`src/rtl/ex_div.sv`:
```
// Iterative radix-2 restoring divider for the execute stage (div/mod, signed/unsigned).
// Optional early-out for |dividend| < |divisor| when DIV_EARLY_OUT_EN is defined.
module ex_div #(
  parameter int unsigned WIDTH = 32
) (
  input  logic             clk,
  input  logic             rst,
  input  logic             start,
  input  logic             annul,
  input  logic             signed_div,
  input  logic [WIDTH-1:0] dividend,
  input  logic [WIDTH-1:0] divisor,
  output logic [WIDTH-1:0] quotient,
  output logic [WIDTH-1:0] remainder,
  output logic             done,
  output logic             stall_req
);

  localparam int unsigned CNT_W = $clog2(WIDTH) + 1;

  typedef enum logic [1:0] {
    S_IDLE = 2'd0,
    S_ON   = 2'd1,
    S_END  = 2'd2
  } state_t;

  state_t state, state_next;

  logic [CNT_W-1:0] counter;
  logic [WIDTH-1:0] part_rem;
  logic [WIDTH-1:0] dvd_sh;
  logic [WIDTH-1:0] dvs_mag;
  logic             q_neg;
  logic             r_neg;

  logic             accept;
  logic             div_zero;
  logic             early_out;
  logic             last_iter;
  logic             q_bit;
  logic [WIDTH-1:0] dvd_abs;
  logic [WIDTH-1:0] dvs_abs;
  logic [WIDTH:0]   trial_rem;
  logic [WIDTH:0]   trial_diff;
  logic [WIDTH-1:0] q_final;
  logic [WIDTH-1:0] r_final;

  // Operand magnitudes and one restoring step of the shift/subtract datapath
  always_comb begin
    dvd_abs    = (signed_div && dividend[WIDTH-1]) ? WIDTH'(-dividend) : dividend;
    dvs_abs    = (signed_div && divisor[WIDTH-1])  ? WIDTH'(-divisor)  : divisor;
    div_zero   = (divisor == '0);
    accept     = (state == S_IDLE) && start && !annul;
`ifdef DIV_EARLY_OUT_EN
    early_out  = (dvd_abs < dvs_abs) && !div_zero;
`else
    early_out  = 1'b0;
`endif
    trial_rem  = {part_rem, dvd_sh[WIDTH-1]};
    trial_diff = trial_rem - {1'b0, dvs_mag};
    q_bit      = ~trial_diff[WIDTH];
    last_iter  = (counter == CNT_W'(WIDTH - 1));
    q_final    = {dvd_sh[WIDTH-2:0], q_bit};
    r_final    = q_bit ? trial_diff[WIDTH-1:0] : trial_rem[WIDTH-1:0];
  end

  // State register
  always_ff @(posedge clk) begin
    if (rst) begin
      state <= S_IDLE;
    end else begin
      state <= state_next;
    end
  end

  // Next-state logic; annul overrides everything
  always_comb begin
    state_next = state;
    if (annul) begin
      state_next = S_IDLE;
    end else begin
      case (state)
        S_IDLE: if (start) state_next = (div_zero || early_out) ? S_END : S_ON;
        S_ON:   if (last_iter) state_next = S_END;
        S_END:  if (!start) state_next = S_IDLE;
        default: state_next = S_IDLE;
      endcase
    end
  end

  // Combinational pipeline hold request
  always_comb begin
    stall_req = start && !done;
  end

  // Datapath and registered results
  always_ff @(posedge clk) begin
    if (rst) begin
      quotient  <= '0;
      remainder <= '0;
      done      <= 1'b0;
      counter   <= '0;
      part_rem  <= '0;
      dvd_sh    <= '0;
      dvs_mag   <= '0;
      q_neg     <= 1'b0;
      r_neg     <= 1'b0;
    end else begin
      done <= (state_next == S_END);
      case (state)
        S_IDLE: begin
          if (accept) begin
            dvd_sh   <= dvd_abs;
            dvs_mag  <= dvs_abs;
            q_neg    <= signed_div & (dividend[WIDTH-1] ^ divisor[WIDTH-1]);
            r_neg    <= signed_div & dividend[WIDTH-1];
            part_rem <= '0;
            counter  <= '0;
            if (div_zero) begin
              quotient  <= '1;
              remainder <= dividend;
            end else if (early_out) begin
              quotient  <= '0;
              remainder <= dividend;
            end
          end
        end
        S_ON: begin
          if (!annul) begin
            part_rem <= r_final;
            dvd_sh   <= q_final;
            counter  <= counter + CNT_W'(1);
            if (last_iter) begin
              quotient  <= q_neg ? WIDTH'(-q_final) : q_final;
              remainder <= r_neg ? WIDTH'(-r_final) : r_final;
            end
          end
        end
        default: ;
      endcase
    end
  end

endmodule

```
`config.mk`:
```
export PLATFORM = sky130hd
export DESIGN_NAME = ex_div
export DESIGN_NICKNAME = d
export VERILOG_FILES = /design/src/rtl/ex_div.sv
export SDC_FILE = /design/constraint.sdc
export NUM_CORES = 1
export LEC_CHECK = 0
export CORE_UTILIZATION = 58
export DETAILED_ROUTE_END_ITERATION = 16
export GPL_TIMING_DRIVEN = 0
export PLACE_DENSITY = 0.85
export SYNTH_ARGS = -nofsm -noshare
export SYNTH_HDL_FRONTEND = slang
export SYNTH_SLANG_ARGS = --single-unit
```
`constraint.sdc`:
```
create_clock -name clk -period 6.3 [get_ports clk]
set_clock_uncertainty 0.1 [all_clocks]
set_input_delay 1.89 -clock clk [delete_from_list [all_inputs] [get_ports clk]]
set_output_delay 1.89 -clock clk [all_outputs]
set_load 0.01 [all_outputs]
```
==> flow_summary.html, run 1 <==
<table>
<tr><th>Metric</th><th>Value</th></tr>
<tr><th colspan="2">Final layout</th></tr>
<tr><td>Layout overhead on the synthesized area</td><td>18.95%</td></tr>
<tr><td>Cell Count, Final, Fillers Out</td><td>2031</td></tr>
<tr><td>Storage element area</td><td>3423 sq um</td></tr>
<tr><td>Final non-filler cell area</td><td>around 14000 sq um</td></tr>
<tr><td>Inserted Diodes</td><td>0</td></tr>
<tr><td>Number of filler instances in the final layout</td><td>1711</td></tr>
<tr><td>Area used by multi-input combinational logic</td><td>between 7000 and 8000 sq um</td></tr>
<tr><td>Fraction of final layout cells with drive strength greater than 1</td><td>0.04373</td></tr>
<tr><td>Nets</td><td>between 1500 and 2000</td></tr>
<tr><th colspan="2">Place</th></tr>
<tr><td>Gpl congestion</td><td>1.011</td></tr>
<tr><td>Placed instance count</td><td>2000</td></tr>
<tr><td>Placement Cell Area</td><td>13590 sq um</td></tr>
<tr><td>Number of buffers inserted by port buffering</td><td>around 130</td></tr>
<tr><td>Post-DP HPWL</td><td>33560 microns</td></tr>
<tr><td>Worst slack at placement</td><td>-0.01317 ns</td></tr>
<tr><th colspan="2">Clock network</th></tr>
<tr><td>Buffer levels on the longest clock path</td><td>2</td></tr>
<tr><td>Sink Count</td><td>171</td></tr>
<tr><td>Clock transition at the registers of the reported paths</td><td>0.08 ns</td></tr>
<tr><td>CTS tree</td><td>yes</td></tr>
<tr><td>Number of hold buffers added after CTS</td><td>0</td></tr>
<tr><td>Number of buffers inserted during clock tree synthesis</td><td>17</td></tr>
<tr><td>Insertion delay of the later-clocked pin in the worst-skew pair</td><td>0.44 ns</td></tr>
<tr><td>Depth of the CTS H-tree</td><td>4</td></tr>
<tr><td>CTS root buf</td><td>sky130_fd_sc_hd__clkbuf_16</td></tr>
<tr><th colspan="2">Timing</th></tr>
<tr><td>Total of endpoints with negative setup slack in the final report</td><td>0</td></tr>
<tr><td>Setup repair after global routing missed its margin</td><td>no</td></tr>
<tr><td>Final critical path time including I/O delays and setup</td><td>6.006 ns</td></tr>
<tr><td>Number of pins exceeding their max-slew limit in the final report</td><td>0</td></tr>
<tr><td>Slew at the pin with the worst max-slew slack</td><td>0.9479 ns</td></tr>
<tr><td>Max Fclk</td><td>166.5 MHz</td></tr>
<tr><td>Final Worst Setup Slack</td><td>0.2942 ns</td></tr>
<tr><td>Hold violation total from the final report</td><td>0</td></tr>
<tr><td>Period Utilization, post-route</td><td>0.9533</td></tr>
<tr><td>Slew headroom</td><td>0.3517</td></tr>
<tr><th colspan="2">Pwr</th></tr>
<tr><td>Total power</td><td>0.002905 W</td></tr>
<tr><td>Leakage power figure</td><td>5.187 nW</td></tr>
<tr><td>Peak supply drop</td><td>200.2 uV</td></tr>
<tr><td>PD cells</td><td>204.8 nW/um^2</td></tr>
<tr><th colspan="2">Logic synthesis</th></tr>
<tr><td>Number of register bits inferred by synthesis</td><td>between 150 and 200</td></tr>
<tr><td>Leading post-synthesis cells by instance count</td><td>sky130_fd_sc_hd__nor2_1, sky130_fd_sc_hd__dfxtp_1, sky130_fd_sc_hd__nand2_1</td></tr>
<tr><td>Cell type with the largest total area after synthesis</td><td>sky130_fd_sc_hd__dfxtp_1</td></tr>
<tr><td>Top-count cell post-synth</td><td>sky130_fd_sc_hd__nor2_1</td></tr>
<tr><td>Main area contributors after synthesis</td><td>sky130_fd_sc_hd__dfxtp_1, sky130_fd_sc_hd__nor2_1, sky130_fd_sc_hd__a21oi_1, sky130_fd_sc_hd__xor2_1, sky130_fd_sc_hd__a211oi_1</td></tr>
<tr><td>Area share of the largest cell type after synthesis</td><td>0.2871</td></tr>
<tr><td>Number of synthesized flops with an enable pin</td><td>0</td></tr>
<tr><td>Most used flip-flop cell after synthesis</td><td>sky130_fd_sc_hd__dfxtp_1</td></tr>
<tr><td>Async set or reset register ratio after synthesis</td><td>0</td></tr>
<tr><td>Library cells used by synthesis</td><td>88</td></tr>
<tr><td>Post-Syn Area per Cell</td><td>~7.5 sq um</td></tr>
<tr><td>Cell count after synthesis</td><td>1597</td></tr>
<tr><td>Cell area after synthesis</td><td>11920 sq um</td></tr>
<tr><td>Post-synthesis sequential area ratio</td><td>0.2871</td></tr>
<tr><td>Yosys Warn Count</td><td>0</td></tr>
<tr><td>Syn Nets</td><td>1704</td></tr>
<tr><th colspan="2">Setup path</th></tr>
<tr><td>Critical Path RT</td><td>roughly 6.6 ns</td></tr>
<tr><td>Kind of critical path</td><td>register to register</td></tr>
<tr><td>Setup slack on the worst flop-to-flop path</td><td>slightly below 0.3 ns</td></tr>
<tr><td>Crit-path max FO</td><td>16</td></tr>
<tr><td>Sort of element at the end of the critical path</td><td>register</td></tr>
<tr><td>Startpoint type of the worst setup path</td><td>register</td></tr>
<tr><td>Arrival time of the worst setup path</td><td>about 6.3 ns</td></tr>
<tr><td>Reg2reg path depth</td><td>24</td></tr>
<tr><th colspan="2">Drt</th></tr>
<tr><td>Detailed Route Iter0 Violations</td><td>1486</td></tr>
<tr><td>DRT Pass-1 Iters</td><td>8</td></tr>
<tr><td>Vias post-DR</td><td>between 10000 and 15000</td></tr>
<tr><td>Remaining design rule violation count</td><td>0</td></tr>
<tr><td>DR WL/cell</td><td>about 21 microns</td></tr>
<tr><td>Detailed-route vias per instance</td><td>between 6 and 7</td></tr>
<tr><td>Number of nets still failing antenna checks after routing</td><td>0</td></tr>
<tr><td>Total routed wirelength</td><td>43110 microns</td></tr>
<tr><th colspan="2">GRT</th></tr>
<tr><td>Wire length of the first global-routing pass</td><td>66640 microns</td></tr>
<tr><td>Total track usage</td><td>0.4039</td></tr>
<tr><td>Antenna violations before repair</td><td>0</td></tr>
<tr><td>Pin count of the biggest net entering global routing</td><td>18</td></tr>
<tr><td>Grt ovf</td><td>0</td></tr>
<tr><td>Via count of the first global-routing pass</td><td>12178</td></tr>
<tr><th colspan="2">Status</th></tr>
<tr><td>Run status</td><td>completed</td></tr>
<tr><th colspan="2">Floorplanning</th></tr>
<tr><td>Height of the chip</td><td>between 100 and 150 microns</td></tr>
<tr><td>Floorplan Core Area</td><td>20170 sq um</td></tr>
<tr><td>Initial Util</td><td>0.5911</td></tr>
<tr><td>Die outline area</td><td>approximately 21000 sq um</td></tr>
<tr><td>Ports placed on the boundary</td><td>135</td></tr>
<tr><td>Die extent in x</td><td>~150 microns</td></tr>
<tr><td>Std-Cell Rows</td><td>52</td></tr>
<tr><th colspan="2">Job</th></tr>
<tr><td>Max-cap check violation count</td><td>0</td></tr>
<tr><th colspan="2">Hold path</th></tr>
<tr><td>Kind of path behind the tightest hold check</td><td>register to register</td></tr>
<tr><td>Cells on Worst Hold Path</td><td>2</td></tr>
</table>
## cell families (layout without fill, tap and decap cells)
group                      Yosys count  after routing  share of synthesized area
adders and majority gates           38             38                    0.04051
muxes                               18             18                    0.01543
xor gates and xnor gates           129            129                    0.09476
and+or+nand+nor                    587            587                     0.2253
AOI/OAI and AO/OA                  504            504                     0.2880
buffers and inverters              150            314                    0.04890
DFF                                171            171                     0.2871
## layout by cell type (no fill, tap or decap), drive strengths merged, types with 5 or more instances in the layout
master | Yosys | layout
nor2 | 251 | 251
dfxtp | 171 | 171
nand2 | 151 | 151
a21oi | 146 | 146
clkdlybuf4s50 | 0 | 133
clkbuf | 81 | 98
o21ai | 90 | 90
xor2 | 81 | 81
a211oi | 80 | 80
inv | 52 | 60
xnor2 | 48 | 48
ha | 37 | 37
nor3 | 32 | 32
nand3 | 26 | 26
or3 | 26 | 26
o31ai | 26 | 26
a311oi | 21 | 21
a22oi | 20 | 20
nor4 | 19 | 19
or4 | 18 | 18
nand2b | 17 | 17
buf | 17 | 17
mux2i | 15 | 15
a31oi | 15 | 15
o41ai | 14 | 14
o211ai | 13 | 13
a21o | 9 | 9
o21a | 9 | 9
and3 | 9 | 9
o22ai | 8 | 8
nand4 | 7 | 7
nor2b | 7 | 7
a2111oi | 7 | 7
and2 | 6 | 6
o311ai | 5 | 5
## layout make-up
cell class | instances | share of cell area
Tap cell | 270 | 0.02382
Timing Repair Buffer | 134 | 0.09440
Inverter | 52 | 0.01394
Multi-Input combinational cell | 1276 | 0.5584
Buffer | 97 | 0.02717
Clock inverter | 14 | 0.01085
Sequential cell | 171 | 0.2414
Clock buffer | 17 | 0.03000
## critical path, cell delays in order, from the launching register on
cell                        delay, ns
sky130_fd_sc_hd__dfxtp_1         0.47
sky130_fd_sc_hd__inv_1           0.10
sky130_fd_sc_hd__ha_1            0.23
sky130_fd_sc_hd__fa_1            0.40
sky130_fd_sc_hd__nand2b_2        0.22
sky130_fd_sc_hd__a211oi_4        0.35
sky130_fd_sc_hd__o2111ai_4       0.23
sky130_fd_sc_hd__a31oi_4         0.30
sky130_fd_sc_hd__o21a_4          0.24
sky130_fd_sc_hd__nor2_8          0.07
sky130_fd_sc_hd__inv_4           0.20
sky130_fd_sc_hd__buf_4           0.25
sky130_fd_sc_hd__nor2_1          0.06
sky130_fd_sc_hd__a21oi_1         0.22
sky130_fd_sc_hd__ha_1            0.27
sky130_fd_sc_hd__nand3b_1        0.16
sky130_fd_sc_hd__or4_1           0.49
sky130_fd_sc_hd__nor2_1          0.21
sky130_fd_sc_hd__nand2_1         0.13
sky130_fd_sc_hd__a21oi_2         0.17
sky130_fd_sc_hd__a31oi_1         0.12
sky130_fd_sc_hd__o31a_1          0.37
sky130_fd_sc_hd__xnor2_1         0.24
sky130_fd_sc_hd__nand2_1         0.09
sky130_fd_sc_hd__a211oi_1        0.22
## where the power goes
group          total [W]  internal, W  switching, W
sequential       0.00116      0.00112     0.0000377
clock            0.00108     0.000560      0.000516
combinational   0.000672     0.000245      0.000427
## repair_timing
| item | in CTS | in global routing |
|---|---|---|
| resized for setup | 0 | 5 |
| pin swaps | 1 | 1 |
| setup endpoints to repair | 2 | 9 |
| cloned | 0 | 0 |
| buffers inserted | 1 | 0 |
## stage by stage
step | TNS, ns | hold slack, ns | util
5_1_grt | 0 | 0.3974 | 0.7032
3_5_place_dp | -0.01317 | 0.3528 | 0.6739
2_1_floorplan | 0 | 0.3319 | -
3_3_place_gp | 0 | 0.3437 | 0.6739
6_report | 0 | 0.3651 | 0.7032
4_1_cts | 0 | 0.3619 | 0.7030
## routing by layer
layer  vias to the layer above  GRT usage  part of all wire
met4                         0     0.2505             0.064
met1                      6218     0.5194              0.39
met5                         -          0                 0
met2                       912     0.6219              0.43
met3                       197    0.08339              0.11
li1                       6111          -                 -
## registers in the layout, indices dropped and copies added, names as in the netlist
name / cells
dvd_sh: 32
dvs_mag: 32
part_rem: 32
quotient: 32
remainder: 32
counter: 6
state: 2
done: 1
q_neg: 1
r_neg: 1
## worst paths after layout
kind / start / to
max reg2reg: dvd_sh[31]$_SDFFE_PP0P_ / remainder[20]$_SDFFE_PP0P_
min reg2reg: dvs_mag[31]$_SDFFE_PP0P_ / dvs_mag[31]$_SDFFE_PP0P_
min: dvs_mag[31]$_SDFFE_PP0P_ / dvs_mag[31]$_SDFFE_PP0P_
max: dvd_sh[31]$_SDFFE_PP0P_ / remainder[20]$_SDFFE_PP0P_
No activity file was read; power rests on OpenSTA's default activity.
==> run 2: changes to the inputs <==
- CORE_MARGIN: default -> 4
==> run 2 against run 1 <==
Effect of this change:
- fmax is 0.36% lower
- first-iteration DRC count is 18% higher
- utilization is 0.26 points lower
- clock power hardly changed
- critical path depth stayed put
- wire length is 2.1% higher
- power is 0.39% lower
- combinational power is 0.6% higher
- flip-flop and latch count stayed put
- register-to-register slack worse by 0.02 ns
- via count is 1.2% lower
==> flow_summary.html, run 2 (synthesized netlist as in run 1, its figures left out) <==
<table>
<tr><th>Metric</th><th>Value</th></tr>
<tr><th colspan="2">Setup path</th></tr>
<tr><td>Launching point of the worst reg2reg path</td><td>dvd_sh[31]$_SDFFE_PP0P_</td></tr>
<tr><td>Crit-path max FO</td><td>16 (unchanged)</td></tr>
<tr><td>Arrival time of the worst setup path</td><td>6.28 ns (+0.02 ns)</td></tr>
<tr><td>Kind of critical path</td><td>register to register</td></tr>
<tr><td>Startpoint type of the worst setup path</td><td>register</td></tr>
<tr><td>Critical Path RT</td><td>6.56 ns (about the same)</td></tr>
<tr><td>Startpoint of the worst setup timing path</td><td>dvd_sh[31]$_SDFFE_PP0P_</td></tr>
<tr><td>Sort of element at the end of the critical path</td><td>register</td></tr>
<tr><th colspan="2">GRT</th></tr>
<tr><td>Via count of the first global-routing pass</td><td>12002 (-1.4%)</td></tr>
<tr><td>Grt ovf</td><td>0 (unchanged)</td></tr>
<tr><td>Antenna violations before repair</td><td>1 (+1)</td></tr>
<tr><td>Pin count of the biggest net entering global routing</td><td>19 (+1)</td></tr>
<tr><td>Total track usage</td><td>0.3750 (-0.02884)</td></tr>
<tr><td>Wire length of the first global-routing pass</td><td>66650 microns (about the same)</td></tr>
<tr><th colspan="2">Timing</th></tr>
<tr><td>Sum of negative setup slack</td><td>0 ns (unchanged)</td></tr>
<tr><td>Period Utilization, post-route</td><td>0.9568 (+0.003480)</td></tr>
<tr><td>Slew at the pin with the worst max-slew slack</td><td>0.9684 ns (+0.02049 ns)</td></tr>
<tr><td>Total of endpoints with negative setup slack in the final report</td><td>0 (unchanged)</td></tr>
<tr><td>Setup repair after global routing missed its margin</td><td>no</td></tr>
<tr><td>Final Worst Setup Slack</td><td>0.2723 ns (-0.02192 ns)</td></tr>
<tr><td>Final critical path time including I/O delays and setup</td><td>6.028 ns (+0.02192 ns)</td></tr>
<tr><td>Hold violation total from the final report</td><td>0 (unchanged)</td></tr>
<tr><td>Slew headroom</td><td>0.3544 (+0.002679)</td></tr>
<tr><td>Number of pins exceeding their max-slew limit in the final report</td><td>0 (unchanged)</td></tr>
<tr><td>Max Fclk</td><td>165.9 MHz (-0.36%)</td></tr>
<tr><th colspan="2">Pwr</th></tr>
<tr><td>Combinational group share of total power</td><td>0.234 (+0.003)</td></tr>
<tr><td>Part of the power in the clock network</td><td>0.367 (-0.003)</td></tr>
<tr><td>Peak supply drop</td><td>190.0 uV (-5.1%)</td></tr>
<tr><td>Cell internal power dissipation</td><td>0.001893 W (-1.7%)</td></tr>
<tr><td>Reported net switching power</td><td>0.001001 W (+2.1%)</td></tr>
<tr><td>Switching power as a share of total power</td><td>0.3459 (+0.008371)</td></tr>
<tr><td>Share of power burned in registers</td><td>0.400 (+0.002)</td></tr>
<tr><td>Leakage power figure</td><td>5.192 nW (+0.11%)</td></tr>
<tr><td>PD cells</td><td>204.1 nW/um^2 (-0.35%)</td></tr>
<tr><td>Total power</td><td>0.002894 W (-0.39%)</td></tr>
<tr><th colspan="2">Floorplanning</th></tr>
<tr><td>Die extent in x</td><td>151.4 microns (+4.1%)</td></tr>
<tr><td>Height of the chip</td><td>151.4 microns (+4.1%)</td></tr>
<tr><td>Std-Cell Rows</td><td>52 (unchanged)</td></tr>
<tr><td>Floorplan Core Area</td><td>20230 sq um (+0.32%)</td></tr>
<tr><td>Ports placed on the boundary</td><td>135 (unchanged)</td></tr>
<tr><td>Initial Util</td><td>0.5892 (-0.001901)</td></tr>
<tr><td>Die outline area</td><td>22910 sq um (+8.4%)</td></tr>
<tr><th colspan="2">Place</th></tr>
<tr><td>Gpl congestion</td><td>1.053 (+4.1%)</td></tr>
<tr><td>Post-DP HPWL</td><td>34450 microns (+2.6%)</td></tr>
<tr><td>Placement Cell Area</td><td>13590 sq um (unchanged)</td></tr>
<tr><td>Number of buffers inserted by port buffering</td><td>133 (unchanged)</td></tr>
<tr><td>Worst slack at placement</td><td>0.04944 ns (+0.06261 ns)</td></tr>
<tr><th colspan="2">Drt</th></tr>
<tr><td>DR WL/cell</td><td>21.65 microns (+2.0%)</td></tr>
<tr><td>Vias post-DR</td><td>13273 (-1.2%)</td></tr>
<tr><td>Detailed-route vias per instance</td><td>6.529 (-1.3%)</td></tr>
<tr><td>Detailed Route Iter0 Violations</td><td>1755 (+18%)</td></tr>
<tr><td>Remaining design rule violation count</td><td>0 (unchanged)</td></tr>
<tr><td>Total routed wirelength</td><td>44010 microns (+2.1%)</td></tr>
<tr><td>DRT Pass-1 Iters</td><td>7 (-1)</td></tr>
<tr><td>Number of nets still failing antenna checks after routing</td><td>0 (unchanged)</td></tr>
<tr><th colspan="2">Job</th></tr>
<tr><td>Max-cap check violation count</td><td>0 (unchanged)</td></tr>
<tr><th colspan="2">Clock network</th></tr>
<tr><td>Depth of the CTS H-tree</td><td>4 (unchanged)</td></tr>
<tr><td>Number of buffers inserted during clock tree synthesis</td><td>17 (unchanged)</td></tr>
<tr><td>CTS tree</td><td>yes</td></tr>
<tr><td>Insertion delay of the later-clocked pin in the worst-skew pair</td><td>0.45 ns (about the same)</td></tr>
<tr><td>Clock transition at the registers of the reported paths</td><td>0.08 ns (about the same)</td></tr>
<tr><td>CTS root buf</td><td>sky130_fd_sc_hd__clkbuf_16</td></tr>
<tr><td>Buffer levels on the longest clock path</td><td>2 (unchanged)</td></tr>
<tr><td>Sink Count</td><td>171 (unchanged)</td></tr>
<tr><td>Number of hold buffers added after CTS</td><td>0 (unchanged)</td></tr>
<tr><th colspan="2">Final layout</th></tr>
<tr><td>Layout overhead on the synthesized area</td><td>18.90% (about the same)</td></tr>
<tr><td>Nets</td><td>1856 (unchanged)</td></tr>
<tr><td>Highest-count cells in the layout ignoring fill and taps</td><td>sky130_fd_sc_hd__nor2_1, sky130_fd_sc_hd__dfxtp_1, sky130_fd_sc_hd__nand2_1</td></tr>
<tr><td>Final non-filler cell area</td><td>14180 sq um (about the same)</td></tr>
<tr><td>Fraction of final layout cells with drive strength greater than 1</td><td>0.04370 (about the same)</td></tr>
<tr><td>Storage element area</td><td>3423 sq um (unchanged)</td></tr>
<tr><td>Area used by multi-input combinational logic</td><td>7923 sq um (about the same)</td></tr>
<tr><td>Number of filler instances in the final layout</td><td>1721 (+0.58%)</td></tr>
<tr><td>Commonest non-fill, non-tap cell in the layout</td><td>sky130_fd_sc_hd__nor2_1</td></tr>
<tr><th colspan="2">Hold path</th></tr>
<tr><td>Hold_sp</td><td>dvs_mag[31]$_SDFFE_PP0P_</td></tr>
<tr><td>Kind of path behind the tightest hold check</td><td>register to register</td></tr>
<tr><th colspan="2">Status</th></tr>
<tr><td>Run status</td><td>completed</td></tr>
</table>
run 2: cell count changes in the layout (fill, tap and decap cells not counted), sizes merged:
| cell | before | now |
|---|---|---|
| diode | 0 | 1 |
| inv | 60 | 62 |
| bufinv | 1 | 0 |
| clkinv | 1 | 3 |
| clkinvlp | 4 | 1 |
| buf | 17 | 16 |
| clkbuf | 98 | 100 |
run 2: worst paths after layout:
path                                endpoint  slack (ns)  depth (start not counted)
setup / recovery  remainder[20]$_SDFFE_PP0P_        0.27                         24
hold / removal      dvs_mag[31]$_SDFFE_PP0P_        0.35                          2
setup reg to reg  remainder[20]$_SDFFE_PP0P_        0.27                         24
hold reg to reg     dvs_mag[31]$_SDFFE_PP0P_        0.35                          2
run 2: power by group through the flow:
stage / combinational [W] / clock [W] / sequential, W
after floorplan: 0.000416 / 0 / 0.00117
after global placement: 0.000637 / 0 / 0.00118
after detailed placement: 0.000646 / 0 / 0.00118
after CTS: 0.000653 / 0.00104 / 0.00115
after global routing: 0.000724 / 0.00109 / 0.00116
final: 0.000676 / 0.00106 / 0.00116
run 2: metrics by stage:
step / hold WS, ns / utilization / cells
3_5_place_dp: 0.3475 / 0.6717 / 2000
6_report: 0.3548 / 0.7006 / 2033
5_1_grt: 0.3904 / 0.7005 / 2032
3_3_place_gp: 0.3403 / 0.6717 / 2000
4_1_cts: 0.3566 / 0.7002 / 2033
2_1_floorplan: 0.3319 / - / 1597
run 2: cell type report:
cell class,count,share of cell area
multi-input combinational,1276,0.5589
sequential,171,0.2415
timing repair buffer,134,0.09444
clock buffer,18,0.03027
buffer,97,0.02718
tap,270,0.02383
inverter,52,0.01395
clock inverter,14,0.009797
antenna,1,0.0001765
run 2: timing repair:
item / CTS / global route
setup endpoints to repair: 2 / 11
gates resized for setup: 0 / 5
pin swaps: 1 / 0
setup buffers: 1 / 0
run 2: worst max-delay path, cell delays in order, from the launching register on:
cell and delay, ns:
sky130_fd_sc_hd__dfxtp_1 0.48, sky130_fd_sc_hd__inv_1 0.10, sky130_fd_sc_hd__ha_1 0.23, sky130_fd_sc_hd__fa_1 0.39, sky130_fd_sc_hd__nand2b_2 0.22, sky130_fd_sc_hd__a211oi_4 0.36, sky130_fd_sc_hd__o2111ai_4 0.21, sky130_fd_sc_hd__a31oi_4 0.30
sky130_fd_sc_hd__o21a_4 0.24, sky130_fd_sc_hd__nor2_8 0.07, sky130_fd_sc_hd__inv_4 0.20, sky130_fd_sc_hd__clkbuf_4 0.29, sky130_fd_sc_hd__nor2_1 0.06, sky130_fd_sc_hd__a21oi_1 0.25, sky130_fd_sc_hd__ha_1 0.28, sky130_fd_sc_hd__nand3b_1 0.17
sky130_fd_sc_hd__or4_1 0.49, sky130_fd_sc_hd__nor2_1 0.20, sky130_fd_sc_hd__nand2_1 0.07, sky130_fd_sc_hd__a21oi_1 0.19, sky130_fd_sc_hd__a31oi_1 0.13, sky130_fd_sc_hd__o31a_1 0.36, sky130_fd_sc_hd__xnor2_1 0.17, sky130_fd_sc_hd__nand2_1 0.11
sky130_fd_sc_hd__a211oi_1 0.25
run 2: metal layers:
metal  track usage  wire length, microns  vias to the layer above
met5             0                     0                        -
met4        0.1818                  2387                        0
met3       0.07510                  5142                      180
met2        0.5719                 18780                      846
met1        0.5064                 17700                     6132
li1              -                     -                     6115
